===== src/rtl/kmeans_sched_if.sv =====
// Handshake bundle between the k-means iteration scheduler and its datapath.
// The master side is the scheduler; the slave side is the datapath and control host.
interface kmeans_sched_if #(
   parameter int unsigned ADDR_W = 10,
   parameter int unsigned K_W    = 4,
   parameter int unsigned ITER_W = 6
);
   logic              start;
   logic [ADDR_W-1:0] cfg_size;
   logic [K_W-1:0]    cfg_k;
   logic              clr_acc;
   logic              pt_req;
   logic [ADDR_W-1:0] pt_addr;
   logic              pt_ack;
   logic              upd_req;
   logic [K_W-1:0]    upd_idx;
   logic              upd_ack;
   logic              upd_moved;
   logic              busy;
   logic              done;
   logic              converged;
   logic [ITER_W-1:0] iter_count;

   modport master (
      input  start, cfg_size, cfg_k, pt_ack, upd_ack, upd_moved,
      output clr_acc, pt_req, pt_addr, upd_req, upd_idx, busy, done, converged, iter_count
   );

   modport slave (
      output start, cfg_size, cfg_k, pt_ack, upd_ack, upd_moved,
      input  clr_acc, pt_req, pt_addr, upd_req, upd_idx, busy, done, converged, iter_count
   );
endinterface


===== src/rtl/kmeans_sched.sv =====
// K-means iteration scheduler: per iteration it clears accumulators, streams point
// addresses, walks every mean through update, and stops on convergence or the cap.
module kmeans_sched #(
   parameter int unsigned ADDR_W   = 10,
   parameter int unsigned K_W      = 4,
   parameter int unsigned MAX_ITER = 32,
   parameter int unsigned ITER_W   = 6
) (
   input  logic             clk,
   input  logic             reset,
   kmeans_sched_if.master   bus_io
);

   typedef enum logic [2:0] {
      StIdle,
      StClear,
      StAssign,
      StUpdate,
      StCheck,
      StDone
   } state_e;

   state_e            state_q, state_d;
   logic [ADDR_W-1:0] size_q, size_d;
   logic [K_W-1:0]    k_q, k_d;
   logic [ADDR_W-1:0] addr_q, addr_d;
   logic [K_W-1:0]    idx_q, idx_d;
   logic [ITER_W-1:0] iter_q, iter_d;
   logic              conv_q, conv_d;
   logic              moved_q, moved_d;

   always_ff @(posedge clk) begin
      if (!reset) begin
         state_q <= StIdle;
         size_q  <= '0;
         k_q     <= '0;
         addr_q  <= '0;
         idx_q   <= '0;
         iter_q  <= '0;
         conv_q  <= 1'b0;
         moved_q <= 1'b0;
      end else begin
         state_q <= state_d;
         size_q  <= size_d;
         k_q     <= k_d;
         addr_q  <= addr_d;
         idx_q   <= idx_d;
         iter_q  <= iter_d;
         conv_q  <= conv_d;
         moved_q <= moved_d;
      end
   end

   always_comb begin
      state_d = state_q;
      size_d  = size_q;
      k_d     = k_q;
      addr_d  = addr_q;
      idx_d   = idx_q;
      iter_d  = iter_q;
      conv_d  = conv_q;
      moved_d = moved_q;
      unique case (state_q)
         StIdle, StDone: begin
            if (bus_io.start) begin
               size_d = bus_io.cfg_size;
               k_d    = bus_io.cfg_k;
               iter_d = '0;
               conv_d = 1'b0;
               // An empty point set is trivially converged.
               if (bus_io.cfg_size == '0) begin
                  state_d = StDone;
                  conv_d  = 1'b1;
               end else begin
                  state_d = StClear;
               end
            end
         end
         StClear: begin
            moved_d = 1'b0;
            addr_d  = '0;
            state_d = StAssign;
         end
         StAssign: begin
            if (bus_io.pt_ack) begin
               if (addr_q == size_q - ADDR_W'(1)) begin
                  idx_d   = '0;
                  state_d = StUpdate;
               end else begin
                  addr_d = addr_q + ADDR_W'(1);
               end
            end
         end
         StUpdate: begin
            if (bus_io.upd_ack) begin
               moved_d = moved_q | bus_io.upd_moved;
               if (idx_q == k_q) begin
                  state_d = StCheck;
               end else begin
                  idx_d = idx_q + K_W'(1);
               end
            end
         end
         StCheck: begin
            iter_d = iter_q + ITER_W'(1);
            if (!moved_q) begin
               conv_d  = 1'b1;
               state_d = StDone;
            end else if (iter_d == ITER_W'(MAX_ITER)) begin
               conv_d  = 1'b0;
               state_d = StDone;
            end else begin
               state_d = StClear;
            end
         end
         default: state_d = StIdle;
      endcase
   end

   // Outputs decode registered state only, so they move strictly on clock edges.
   assign bus_io.clr_acc    = (state_q == StClear);
   assign bus_io.pt_req     = (state_q == StAssign);
   assign bus_io.pt_addr    = addr_q;
   assign bus_io.upd_req    = (state_q == StUpdate);
   assign bus_io.upd_idx    = idx_q;
   assign bus_io.busy       = (state_q == StClear) || (state_q == StAssign) ||
                              (state_q == StUpdate) || (state_q == StCheck);
   assign bus_io.done       = (state_q == StDone);
   assign bus_io.converged  = conv_q;
   assign bus_io.iter_count = iter_q;

endmodule


===== src/flat_wrapper.sv =====
// flat-port wrapper written by rule: the top's interface ports become plain ports
module kmeans_sched_flat 
#(
   parameter int unsigned ADDR_W   = 10,
   parameter int unsigned K_W      = 4,
   parameter int unsigned MAX_ITER = 32,
   parameter int unsigned ITER_W   = 6
)
  (clk, reset, bus_io_start, bus_io_cfg_size, bus_io_cfg_k, bus_io_pt_ack, bus_io_upd_ack, bus_io_upd_moved, bus_io_clr_acc, bus_io_pt_req, bus_io_pt_addr, bus_io_upd_req, bus_io_upd_idx, bus_io_busy, bus_io_done, bus_io_converged, bus_io_iter_count);
  kmeans_sched_if #(.ADDR_W(ADDR_W), .K_W(K_W), .ITER_W(ITER_W)) bus_io_i ();
  input  logic clk;
  input  logic reset;
  input wire logic [$bits(bus_io_i.start)-1:0] bus_io_start;
  input wire logic [$bits(bus_io_i.cfg_size)-1:0] bus_io_cfg_size;
  input wire logic [$bits(bus_io_i.cfg_k)-1:0] bus_io_cfg_k;
  input wire logic [$bits(bus_io_i.pt_ack)-1:0] bus_io_pt_ack;
  input wire logic [$bits(bus_io_i.upd_ack)-1:0] bus_io_upd_ack;
  input wire logic [$bits(bus_io_i.upd_moved)-1:0] bus_io_upd_moved;
  output wire logic [$bits(bus_io_i.clr_acc)-1:0] bus_io_clr_acc;
  output wire logic [$bits(bus_io_i.pt_req)-1:0] bus_io_pt_req;
  output wire logic [$bits(bus_io_i.pt_addr)-1:0] bus_io_pt_addr;
  output wire logic [$bits(bus_io_i.upd_req)-1:0] bus_io_upd_req;
  output wire logic [$bits(bus_io_i.upd_idx)-1:0] bus_io_upd_idx;
  output wire logic [$bits(bus_io_i.busy)-1:0] bus_io_busy;
  output wire logic [$bits(bus_io_i.done)-1:0] bus_io_done;
  output wire logic [$bits(bus_io_i.converged)-1:0] bus_io_converged;
  output wire logic [$bits(bus_io_i.iter_count)-1:0] bus_io_iter_count;
  assign bus_io_i.start = bus_io_start;
  assign bus_io_i.cfg_size = bus_io_cfg_size;
  assign bus_io_i.cfg_k = bus_io_cfg_k;
  assign bus_io_i.pt_ack = bus_io_pt_ack;
  assign bus_io_i.upd_ack = bus_io_upd_ack;
  assign bus_io_i.upd_moved = bus_io_upd_moved;
  assign bus_io_clr_acc = bus_io_i.clr_acc;
  assign bus_io_pt_req = bus_io_i.pt_req;
  assign bus_io_pt_addr = bus_io_i.pt_addr;
  assign bus_io_upd_req = bus_io_i.upd_req;
  assign bus_io_upd_idx = bus_io_i.upd_idx;
  assign bus_io_busy = bus_io_i.busy;
  assign bus_io_done = bus_io_i.done;
  assign bus_io_converged = bus_io_i.converged;
  assign bus_io_iter_count = bus_io_i.iter_count;
  kmeans_sched #(.ADDR_W(ADDR_W), .K_W(K_W), .MAX_ITER(MAX_ITER), .ITER_W(ITER_W)) u_core (.clk(clk), .reset(reset), .bus_io(bus_io_i));
endmodule

===== config.mk =====
export PLATFORM = sky130hd
export DESIGN_NAME = kmeans_sched_flat
export DESIGN_NICKNAME = d
export VERILOG_FILES = /design/src/rtl/kmeans_sched_if.sv /design/src/rtl/kmeans_sched.sv /design/src/flat_wrapper.sv
export SDC_FILE = /design/constraint.sdc
export NUM_CORES = 1
export LEC_CHECK = 0
export ABC_AREA = 0
export BUFFER_PORTS_ARGS = -buffer_cell sky130_fd_sc_hd__buf_4
export CAP_MARGIN = 15
export CORE_MARGIN = 2
export CORE_UTILIZATION = 29
export DETAILED_ROUTE_END_ITERATION = 10
export PLACE_DENSITY = 0.58
export SYNTH_ARGS = -nofsm -noshare
export SYNTH_HDL_FRONTEND = slang
export SYNTH_SLANG_ARGS = --single-unit

===== constraint.sdc =====
create_clock -name clk -period 2.5 [get_ports clk]
set_input_delay 0.5 -clock clk [delete_from_list [all_inputs] [get_ports clk]]
set_output_delay 0.5 -clock clk [all_outputs]
set_load 0.01 [all_outputs]

==> Yosys cells after proc, flatten, opt, wreduce, memory -nomap -nowiden <==
Index checks and enable logic that the tools add are counted.
{ "totals": {"reg_bits": 39, "input_bits": 20, "output_inout_bits": 26} }
{ "classes": {"add_sub_neg": 4, "eq_ne": 16, "muxes": 26, "n_bitwise": 1, "n_reduce_logical": 17} }
{ "ops": {"columns": ["op", "n"], "rows": [
  ["2-to-1 mux 3 bit", 8],
  ["2-to-1 mux 10 bit", 2],
  ["case mux 10 bit (2 select lines)", 1],
  ["2-to-1 mux 4 bit", 4],
  ["case mux 3 bit (5 select lines)", 1],
  ["case mux 6 bit (2 select lines)", 1],
  ["adder 10 x 1 -> 10 bit (second input constant)", 1],
  ["== test 10 bit", 1],
  ["zero test 10 bit", 1],
  ["inequality test 2 bit (second input constant)", 5],
  ["AND reduction 5 bit", 2],
  ["subtractor 10 x 1 -> 10 bit (second input constant)", 1],
  ["case mux 4 bit (2 select lines)", 1],
  ["nonzero test 2 bit", 4],
  ["adder 6 x 1 -> 6 bit (second input constant)", 1],
  ["== test 3 x 2 -> 1 bit (second input constant)", 2],
  ["== test 3 bit (second input constant)", 2],
  ["== test 6 bit (second input constant)", 1],
  ["2-to-1 mux 6 bit", 1],
  ["AND reduction 2 bit", 3],
  ["AND reduction 3 bit", 2],
  ["2-to-1 mux 1 bit", 5],
  ["adder 4 x 1 -> 4 bit (second input constant)", 1],
  ["== test 4 bit", 1],
  ["other kinds (8)", 12]
]} }

==> Logic depth before layout (Yosys ltp) <==
{ "depth": {"ltp_word": 5, "mapped_depth": 10, "ltp_nobuf": 9} }

==> Worst setup path before layout <==
OpenSTA, ideal clock, no wires.
{ "synth_timing": {"path_type": "register to register", "start": "reg u_core.size_q[2]", "end": "reg u_core.addr_q[6], in the netlist u_core.bus_io.pt_addr[6]", "t_arrival_ps": 2121, "slack_ps": 307, "stages_incl_launch_ff": 8, "n_path_buf": 0, "synth_period_minus_slack_ps": 2193, "path_cell_list": "dfxtp_1 > nor4_4 > a221o_1 > o311ai_1 > o22a_1 > a31o_1 > or4_1 > a21oi_1"} }
{ "synth_via": {"elab_chain_cells": 4} }
{ "synth_rtl": {"columns": ["item", "line_no", "text"], "rows": [
  ["start: declaration", "kmeans_sched.sv:24", "logic [ADDR_W-1:0] size_q, size_d;"],
  ["start signal: assignment", "kmeans_sched.sv:44", "size_q <= size_d;"],
  ["subtractor 10 x 1 -> 10 bit", "kmeans_sched.sv:86", "if (addr_q == size_q - ADDR_W'(1)) begin"],
  ["== test 10 bit", "kmeans_sched.sv:86", null],
  ["inequality test 2 bit (no source line)", null, null],
  ["AND reduction 3 bit (no source line)", null, null],
  ["end signal: assignment", "kmeans_sched.sv:46", "addr_q <= addr_d;"],
  ["end: declaration", "kmeans_sched.sv:26", "logic [ADDR_W-1:0] addr_q, addr_d;"]
]} }
No other way between the ends.
A chain may end at the register's enable or synchronous reset.

==> Worst setup path after layout <==
{ "layout_timing": {"start": "reg u_core.size_q[5]", "end": "reg u_core.addr_q[8], in the netlist u_core.bus_io.pt_addr[8]"} }
Same word-level chain as after synthesis.

==> reports/summary.md <==
The run finished with clean final reports. Clock skew on the completed layout was measured at 0.00748 ns. The final critical-path share of the clock period works out to 93.0%. Among all flip-flop cells after synthesis, the most frequent one is sky130_fd_sc_hd__dfxtp_1. Row generation in the floorplan step produced 32 rows. The final routed wire length divided by cell count came out at 13.3 µm.

Horizontal die dimension: 92.2 µm. Transition time of the tightest slew-check pin: 0.545 ns. The placed instances occupy a cell area of 2720 µm².

Including well taps, the total number of placed cells is 409. Synthesis instantiated 45 different standard cells from the library. The H-tree was split into 2 levels. Detailed placement ended at an HPWL of 4190 µm. Counting cells, the worst reg-to-reg path comes to 7. Data arrival time at the worst-slack endpoint: 2.55 ns. Summing every instance area after synthesis gives 2260 µm². The capturing element type of the critical path is a flop. For the length of the first detailed-routing pass in iterations, the log shows 4. The final count of negative-setup-slack endpoints was 0. The post-synth net total was 293; the non-filler instance count after layout was 417. The overall die height was 92.2 µm. In the routed design, unresolved DRC markers number 0. The tools report the overall power of the completed layout as 0.00227 W. The total routing resource utilization after global routing is 14.2%.

Buffers inserted during clock tree synthesis total 5. The run gives 0 as the max-slew violation total from the final report. Headroom to the max-slew limit came out at 63.6%.

Setup repair after global routing left no endpoint under its margin. The required time of the critical path was 2.73 ns. Entering global routing, the biggest net connects 34 pins.

Number of synthesis warnings: 0. The number of antenna violations at the first check in global routing is 0, and the share of synthesized area occupied by flip-flops and latches is 34.6%. The clock net in this run drives a total of 39 sinks. The congestion estimate from routability-driven global placement came to 0.839.

For this configuration, the core starts out at a cell density of 29.5%. Setup slack on the worst reg-to-reg path comes out at 0.18 ns. The detail route stage leaves a number of antenna-violating nets equal to 0. The die covers 8500 µm². The peak fanout along the critical path is 13, and the number of diodes is 0.

After filler insertion, the fill cell instance count of the layout stands at 777. The worst flop-to-flop path endpoint is u_core.bus_io.pt_addr[8]. The clock reaches the later pin of the worst-skew pair after 0.29 ns. With fillers left out, the area of the finished cells amounts to 2840 µm².

The number of flops mapped to enable cells by yosys was 0. STA classifies the critical path startpoint as a flop. The clock root buffer was sky130_fd_sc_hd__clkbuf_8. In this run the deepest clock path goes through 2 buffers. The mean cell area of the mapped netlist is 8.39 µm², and the leakage power is 1.15 nW. The violation count after the first detailed-routing iteration is 71.

The tightest min-delay check is of the in -> reg type. The count of input and output buffers is 45. Global routing finished with a remaining overflow of 0. The category of the most critical setup path is reg -> reg. After technology mapping, the gate count stands at 269. Once layout is complete, the utilization of the core stands at 37.2%.

Of all flip-flops after synthesis, the portion carrying an async set or reset was 0%. Via count of the first global-routing pass: 2026. Relative to the synthesized area, the layout overhead comes to 26.0%.

The sum of negative setup slack came out at 0 ns. The ratio of total power to cell area was 800 nW/µm²; the via count of the routed design was 2061. The final critical delay including setup and external delays was 2.32 ns.

The final hold violation count was 0; the highest attainable clock frequency was 430 MHz. The floorplan core area is 7650 µm². The tools report the max-cap violation count as 0. The register clock-pin slew on the reported worst setup and hold paths is 0.08 ns, and the share of final-layout standard cells stronger than drive strength 1 is 22.2%. The worst register-to-register path begins at u_core.size_q[5].

The first global-routing pass estimated 9810 µm of wire. The worst setup path endpoint was u_core.bus_io.pt_addr[8]. After detailed routing, the total wire length is 5540 µm. TritonCTS built the clock tree. The most critical setup path has its startpoint at u_core.size_q[5]. Pin placement for this block handled 46 I/O pins.

The tools report the final layout net count as 338. After synthesis the netlist holds a flip-flop and latch count of 39. The hold-fix buffer count after cts is 0, and the ratio of routed vias to standard cells is 4.94. VDD sags by at most 0.241 mV.
where the power goes:
part	switching (W)	internal, W
Clock	0.000233	0.000297
Sequential	0.000127	0.000694
Combinational	0.000467	0.000455
Total	0.000828	0.00145
layout by cell type, fill, tap and decap left out, types with 6 or more instances in the layout:
cell,n
sky130_fd_sc_hd__nand2_1,24
sky130_fd_sc_hd__o21ai_0,11
sky130_fd_sc_hd__nor2b_1,16
sky130_fd_sc_hd__mux2i_1,16
sky130_fd_sc_hd__nand3_1,9
sky130_fd_sc_hd__xnor2_1,13
sky130_fd_sc_hd__nor3_1,7
sky130_fd_sc_hd__nand4_1,6
sky130_fd_sc_hd__buf_4,50
sky130_fd_sc_hd__dfxtp_1,39
sky130_fd_sc_hd__xor2_1,8
sky130_fd_sc_hd__a21oi_1,12
sky130_fd_sc_hd__nor2_1,16
sky130_fd_sc_hd__or2_2,6
sky130_fd_sc_hd__nand2b_1,8
cell usage after synthesis, types with 2 or more instances:
master	instances	area (µm²)
sky130_fd_sc_hd__dfxtp_1	39	781
sky130_fd_sc_hd__nand2_1	24	90.1
sky130_fd_sc_hd__nor2_1	17	63.8
sky130_fd_sc_hd__mux2i_1	16	160
sky130_fd_sc_hd__nor2b_1	16	100
sky130_fd_sc_hd__xnor2_1	13	114
sky130_fd_sc_hd__a21oi_1	12	60.1
sky130_fd_sc_hd__o21ai_0	11	55.1
sky130_fd_sc_hd__clkbuf_1	9	33.8
sky130_fd_sc_hd__nand3_1	9	45.0
sky130_fd_sc_hd__nand2b_1	8	50.1
sky130_fd_sc_hd__xor2_1	8	70.1
sky130_fd_sc_hd__nor3_1	7	35.0
sky130_fd_sc_hd__nand4_1	6	37.5
sky130_fd_sc_hd__or2_2	6	37.5
sky130_fd_sc_hd__inv_1	5	18.8
sky130_fd_sc_hd__or3_1	5	31.3
sky130_fd_sc_hd__a31oi_1	4	25.0
sky130_fd_sc_hd__and3_1	4	25.0
sky130_fd_sc_hd__ha_1	4	50.1
sky130_fd_sc_hd__nor3b_1	4	30.0
sky130_fd_sc_hd__a21o_1	3	22.5
sky130_fd_sc_hd__and2_1	3	18.8
sky130_fd_sc_hd__nand3b_1	3	22.5
sky130_fd_sc_hd__nor4_1	3	18.8
sky130_fd_sc_hd__o31ai_1	3	22.5
sky130_fd_sc_hd__or4_1	3	22.5
sky130_fd_sc_hd__a221o_1	2	20.0
sky130_fd_sc_hd__buf_1	2	7.51
sky130_fd_sc_hd__o2111a_1	2	22.5
sky130_fd_sc_hd__o211a_1	2	20.0
sky130_fd_sc_hd__o211ai_1	2	15.0
sky130_fd_sc_hd__o311ai_1	2	17.5
layer usage:
metal,part of all wire (%),GRT usage (%),vias to the layer above,routed length [µm]
li1,-,-,1056,-
met1,50,18.8,949,2750
met2,45,22.7,52,2470
met3,4.9,3.53,4,273
met4,0.87,4.35,0,48
met5,0,0,-,0
worst min-delay path by stage:
stage,start,endpoint,cells after the start
after floorplan,u_core.moved_q,u_core.moved_q,2
after global placement,u_core.moved_q,u_core.moved_q,2
after detailed placement,u_core.bus_io.iter_count[4],u_core.bus_io.iter_count[4],1
after CTS,bus_io_cfg_k[2],u_core.k_q[2],3
after global routing,bus_io_cfg_k[2],u_core.k_q[2],3
final,bus_io_cfg_k[2],u_core.k_q[2],3
state kept, by name, summed over array words and instances, names as in the netlist:
name and count:
u_core.bus_io.converged 1, u_core.bus_io.iter_count 6, u_core.bus_io.pt_addr 10, u_core.bus_io.upd_idx 4, u_core.k_q 4, u_core.moved_q 1
u_core.size_q 10, u_core.state_q 3
cells by family after synthesis:
kind of cell / share of synthesized area [%]
adders and majority gates: 2.22
DFF: 34.6
xor gates and xnor gates: 8.15
AOI/OAI and AO/OA: 15.4
and+or+nand+nor: 29.2
buffers and inverters: 2.88
muxes: 7.60
repair_timing:
item	CTS	global route
endpoints found under the setup margin	0	9
resized for setup	0	3
setup buffers	0	0
stage by stage:
stage / setup WS (ns) / hold WS, ns
2_1_floorplan: 0.307 / 0.459
3_3_place_gp: 0.151 / 0.486
3_5_place_dp: 0.0929 / 0.485
4_1_cts: 0.0744 / 0.457
5_1_grt: 0.0177 / 0.467
6_report: 0.175 / 0.466
worst max-delay path: stages (launching register included):
cell and delay, ns:
sky130_fd_sc_hd__dfxtp_1 0.37, sky130_fd_sc_hd__nor4_4 0.41, sky130_fd_sc_hd__a221o_1 0.21, sky130_fd_sc_hd__o311ai_1 0.11, sky130_fd_sc_hd__o22a_1 0.24, sky130_fd_sc_hd__a31o_4 0.29
sky130_fd_sc_hd__or4_1 0.50, sky130_fd_sc_hd__a21oi_1 0.14
cell type report:
| class | count | area, µm² | share of cell area (%) |
|---|---|---|---|
| Sequential cell | 39 | 781 | 27.5 |
| Multi-Input combinational cell | 213 | 1430 | 50.2 |
| Inverter | 5 | 18.8 | 0.660 |
| Timing Repair Buffer | 50 | 375 | 13.2 |
| Clock buffer | 5 | 68.8 | 2.42 |
| Clock inverter | 3 | 43.8 | 1.54 |
| Tap cell | 102 | 128 | 4.49 |
Power figures use the tool's default switching activity.
